File: config.mk
export PLATFORM = sky130hd
export DESIGN_NAME = commit_trace_buffer
export DESIGN_NICKNAME = d
export VERILOG_FILES = /design/src/rtl/commit_trace_buffer.sv
export SDC_FILE = /design/constraint.sdc
export NUM_CORES = 2
export LEC_CHECK = 0
export CAP_MARGIN = 20
export CELL_PAD_IN_SITES_DETAIL_PLACEMENT = 2
export CELL_PAD_IN_SITES_GLOBAL_PLACEMENT = 2
export CORE_MARGIN = 5
export CORE_UTILIZATION = 44
export DETAILED_ROUTE_END_ITERATION = 7
export GPL_TIMING_DRIVEN = 0
export PLACE_DENSITY_LB_ADDON = 0.1
export SLEW_MARGIN = 20
export SYNTH_ARGS = -nofsm -noshare
export SYNTH_HDL_FRONTEND = slang
export SYNTH_SLANG_ARGS = --single-unit
File: constraint.sdc
create_clock -name clk -period 8.4 [get_ports clk]
set_input_delay 1.68 -clock clk [delete_from_list [all_inputs] [get_ports clk]]
set_output_delay 1.68 -clock clk [all_outputs]
set_load 0.03 [all_outputs]
File: src/rtl/commit_trace_buffer.sv
// Commit trace buffer: captures one record per retired instruction in a FIFO
// and streams it out over valid/ready, counting records dropped when full.
module commit_trace_buffer #(
   parameter int DEPTH = 16,
   parameter int XLEN  = 32
) (
   input  logic                     clk,
   input  logic                     rst,
   input  logic                     commit_valid,
   input  logic [XLEN-1:0]          pc,
   input  logic [31:0]              instr,
   input  logic                     reg_write,
   input  logic [4:0]               reg_waddr,
   input  logic [XLEN-1:0]          reg_wdata,
   output logic                     out_valid,
   input  logic                     out_ready,
   output logic [31:0]              out_seq,
   output logic [XLEN-1:0]          out_pc,
   output logic [31:0]              out_instr,
   output logic                     out_we,
   output logic [4:0]               out_rd,
   output logic [XLEN-1:0]          out_wdata,
   output logic [$clog2(DEPTH):0]   count,
   output logic [15:0]              overflow_cnt,
   output logic                     overflow
);

   localparam int PW = $clog2(DEPTH);
   localparam int CW = PW + 1;

   typedef struct packed {
      logic [31:0]     seq;
      logic [XLEN-1:0] pc;
      logic [31:0]     instr;
      logic            we;
      logic [4:0]      rd;
      logic [XLEN-1:0] wdata;
   } rec_t;

   rec_t            mem [DEPTH];
   rec_t            head_q, head_nxt, new_rec;
   logic [PW-1:0]   rd_ptr, wr_ptr, rd_ptr_nxt;
   logic [CW-1:0]   count_q, count_nxt, remain;
   logic [31:0]     seq_q;
   logic            out_valid_q;
   logic            full, pop, push, drop;

   // NOTE: every signal assigned in always_comb gets a default first, so no latch is inferred.
   always_comb begin
      new_rec.seq   = seq_q;
      new_rec.pc    = pc;
      new_rec.instr = instr;
      new_rec.we    = reg_write && (reg_waddr != 5'd0);
      new_rec.rd    = new_rec.we ? reg_waddr : 5'd0;
      new_rec.wdata = new_rec.we ? reg_wdata : '0;

      full       = (count_q == CW'(DEPTH));
      pop        = out_valid_q && out_ready;
      push       = commit_valid && (!full || pop);
      drop       = commit_valid && full && !pop;
      rd_ptr_nxt = rd_ptr + PW'(pop);
      remain     = count_q - CW'(pop);
      count_nxt  = remain + CW'(push);

      // The head register is refilled from the incoming record only when
      // nothing older survives this cycle; otherwise from the next slot.
      head_nxt = head_q;
      if (count_nxt != '0)
         head_nxt = (push && remain == '0) ? new_rec : mem[rd_ptr_nxt];
   end

   // NOTE: the storage array has no reset; its contents are only trusted via count.
   always_ff @(posedge clk) begin
      if (rst && push)
         mem[wr_ptr] <= new_rec;
   end

   // NOTE: sequential state uses non-blocking assignments only.
   always_ff @(posedge clk) begin
      if (!rst) begin
         rd_ptr       <= '0;
         wr_ptr       <= '0;
         count_q      <= '0;
         seq_q        <= '0;
         overflow_cnt <= '0;
         overflow     <= 1'b0;
         out_valid_q  <= 1'b0;
         head_q       <= '0;
      end else begin
         rd_ptr      <= rd_ptr_nxt;
         count_q     <= count_nxt;
         out_valid_q <= (count_nxt != '0);
         head_q      <= head_nxt;
         if (push)
            wr_ptr <= wr_ptr + PW'(1);
         if (commit_valid)
            seq_q <= seq_q + 32'd1;
         if (drop) begin
            overflow <= 1'b1;
            if (overflow_cnt != 16'hFFFF)
               overflow_cnt <= overflow_cnt + 16'd1;
         end
      end
   end

   assign out_valid = out_valid_q;
   assign out_seq   = head_q.seq;
   assign out_pc    = head_q.pc;
   assign out_instr = head_q.instr;
   assign out_we    = head_q.we;
   assign out_rd    = head_q.rd;
   assign out_wdata = head_q.wdata;
   assign count     = count_q;

endmodule

==> flow_metrics.tcl <==
set metrics [dict create \
    status "finished, final reports clean" \
    boundaryPins 263 \
    timing.rr.start "count[1]" \
    synth_top_family_by_area "multiplexers" \
    finish.net_count 5124 \
    pwr-share-clk 0.336 \
    core.rowCount 165 \
    timing.fmax_mhz 174 \
    synth_xor_area_frac 0.00486 \
    path_clk_slew_ns 0.06 \
    place_congestion 0.707 \
    synth_compound_area_frac 0.0220 \
    dieArea_mm2 0.213 \
    pre_cts_ws_ns 1.78 \
    start_util 0.443 \
    hold_viol 0 \
    async_reset_ff_frac 0 \
    yosysWarnings 0 \
    hpwl_um 187000 \
    drive_above_1_share 0.250 \
    tns_ns 0 \
    num-fill-cells 17100 \
    multiInputGateArea_mm2 0.0202 \
    synth.distinct_cells 48 \
    hold_start "overflow" \
    tightest_slew_ns 1.18 \
    die_w_um 461 \
    period_share 0.683 \
    whs_ns 0.539 \
    synth_adder_area_share 0.00167 \
    grt_pass1_wl_um 401000 \
    power_mw 32.9 \
    place_inst 7400 \
    place.port_buffers 260 \
    power.internal_mw 23.1 \
    antenna_found_initial 25 \
    worst_slew_margin_rel 0.212 \
    vdd_drop_max_v 0.000273 \
    die_h_um 461 \
    grt_pass1_vias 52200 \
    h-tree-depth 5 \
    hold_class "flop to flop" \
    ant_nets 0 \
    grt-ovfl-total 0 \
    core_area_mm2 0.203 \
    postLayoutCoreUtil 0.533 \
    hold_depth 1 \
    clk_latency_ns 0.93 \
    required_ns 9.13 \
    grt.total_usage 0.267 \
    crit_arrival_ns 6.47 \
    layout_common_cells "edfxtp_1 (2,144), mux4_2 (632), nand2_1 (373)" \
    firstDrtPassIters 5 \
    layout_setup_ws_ns 2.66 \
    cts_sinks 2341 \
    clock-root-buffer "clkbuf_16" \
    slew_violations 0 \
    path_max_fanout 10 \
    layout.cells.most_common "edfxtp_1" \
    yosys-mux-area-fraction 0.160 \
    yosys_most_used_dff "edfxtp_1" \
    switchingPower_mw 9.87 \
    design_area_mm2 0.108 \
    p_seq_frac 0.408 \
    swShare 0.300 \
    placed_cell_area_mm2 0.0998 \
    drcViolationCount 0 \
    timing.rr.end "out_seq[29]" \
    yosysSeqAreaShare 0.762 \
    leakage_nw 33.6 \
    ys_seq_elements 2341 \
    syn_inst 4303 \
    cts_buffers 276 \
    wl_per_cell_um 35.8 \
    synth_area_per_cell_um2 20.8 \
    pwr-share-comb 0.256 \
    syn-cell-area_mm2 0.0897 \
    wl_um 282000 \
    cts_resized 0 \
    syn_nets 4421 \
    fin_crit_ns 5.74 \
    routed_via_density 6.03 \
    clockBufferDepth 4 \
    setup_viol 0 \
    synth_edf_count 2144 \
    r2r_slack_ns 3.23 \
    hold_buffers 0 \
    grt_max_degree 26 \
    rsz0062_at_grt "no" \
    cts_tree "built" \
    initialDrtViolationCount 4919 \
    start_kind "input port" \
    stdcell_count 7874 \
    powerDensity_mw_per_mm2 305 \
    synth-simple-area-share 0.0355 \
    cp-end-kind "flop" \
    syn2layout_area_growth_pct 20.4 \
    num_vias 47500 \
    hold_path_end "overflow" \
    finClkSkew_ns 0.0468 \
    r2r_cells 12 \
    seq_area_mm2 0.0683 \
    cts_setup_buffers 0 \
    path_class "input port to flop" \
    cap_violations 0 \
]
[routing by layer]
| layer | wire, µm | up-vias | track usage | share of wire |
|---|---|---|---|---|
| li1 | - | 19100 | - | - |
| met1 | 110000 | 25900 | 0.348 | 0.39 |
| met2 | 143000 | 1966 | 0.453 | 0.51 |
| met3 | 17200 | 509 | 0.0457 | 0.061 |
| met4 | 11200 | 6 | 0.0994 | 0.040 |
| met5 | 35 | - | 0 | 0.00012 |
[worst max-delay path: stages]
cell	delay [ns]
clkdlybuf4s50_1	0.40
nand2_1	0.13
nand3_1	0.13
nand2_1	0.18
clkinv_1	0.24
ha_1	0.31
ha_1	0.27
and2_1	0.18
a32o_1	0.27
a32oi_2	0.93
buf_2	0.86
buf_2	0.59
a31oi_1	0.24
[cell type report]
type | instances | share of cell area
Antenna cell | 5 | 0.000116
Clock buffer | 397 | 0.0725
Sequential cell | 2341 | 0.633
Multi-Input combinational cell | 1703 | 0.187
Timing Repair Buffer | 425 | 0.0611
Tap cell | 2672 | 0.0310
Buffer | 245 | 0.0112
Inverter | 14 | 0.000487
Clock inverter | 72 | 0.00340
[synthesized netlist by cell type (3+ instances only)]
| library cell | instances | share of area |
|---|---|---|
| nor4_1 | 5 | 0.00035 |
| nand2b_1 | 103 | 0.0072 |
| nor2b_1 | 5 | 0.00035 |
| clkbuf_1 | 116 | 0.0049 |
| nand2_1 | 373 | 0.016 |
| a31oi_1 | 133 | 0.0093 |
| o21a_1 | 3 | 0.00025 |
| inv_1 | 13 | 0.00054 |
| o21ai_0 | 118 | 0.0066 |
| a21oi_1 | 5 | 0.00028 |
| nor3_1 | 9 | 0.00050 |
| xnor2_1 | 29 | 0.0028 |
| mux2i_1 | 11 | 0.0012 |
| a21boi_0 | 7 | 0.00059 |
| buf_6 | 10 | 0.0013 |
| and3_1 | 5 | 0.00035 |
| nand4_1 | 12 | 0.00084 |
| a211o_1 | 5 | 0.00049 |
| mux4_2 | 632 | 0.16 |
| edfxtp_1 | 2144 | 0.72 |
| a22oi_1 | 32 | 0.0027 |
| and2_1 | 86 | 0.0060 |
| buf_4 | 24 | 0.0020 |
| buf_2 | 94 | 0.0052 |
| and4_1 | 4 | 0.00039 |
| or3_1 | 8 | 0.00056 |
| nor2_1 | 28 | 0.0012 |
| xor2_1 | 17 | 0.0017 |
| ha_1 | 12 | 0.0017 |
| o21ai_1 | 23 | 0.0013 |
| dfxtp_1 | 197 | 0.044 |
| nand3_1 | 19 | 0.0011 |
[power groups by stage]
| stage | clock network (mW) | registers [mW] | logic, mW |
|---|---|---|---|
| floorplan | 0 | 14.0 | 4.73 |
| global placement | 0 | 13.7 | 8.20 |
| detailed placement | 0 | 13.7 | 8.53 |
| CTS | 11.3 | 13.5 | 8.59 |
| global route | 11.8 | 13.5 | 8.89 |
| finish | 11.1 | 13.4 | 8.42 |
[registers in the layout, summed over array words and instances, names as in the netlist, 4 cells and up]
register	count
out_wdata	32
overflow_cnt	16
out_rd	5
rd_ptr	4
seq_q	32
out_pc	32
mem	2144
wr_ptr	4
out_instr	32
count	5
out_seq	32
[logic make-up after synthesis]
| logic type | Yosys count |
|---|---|
| flip-flops | 2341 |
| AND/OR/NAND/NOR | 669 |
| multiplexers | 643 |
| AO/OA/AOI/OAI | 331 |
| buffers and inverters | 259 |
| XOR/XNOR | 48 |
| adder cells (fa/ha/maj) | 12 |
[worst max-delay path by stage]
stage	startpoint	endpoint	slack [ns]	depth (start not counted)
after floorplan	commit_valid	mem[0][0]	-0.13	4
after global placement	out_ready	mem[4][71]	-9.81	7
after detailed placement	out_ready	out_seq[29]	1.78	13
after CTS	out_ready	out_seq[29]	2.69	13
after global routing	out_ready	out_seq[29]	2.55	13
final	out_ready	out_seq[29]	2.66	13
No activity file was read; power rests on OpenSTA's default activity.
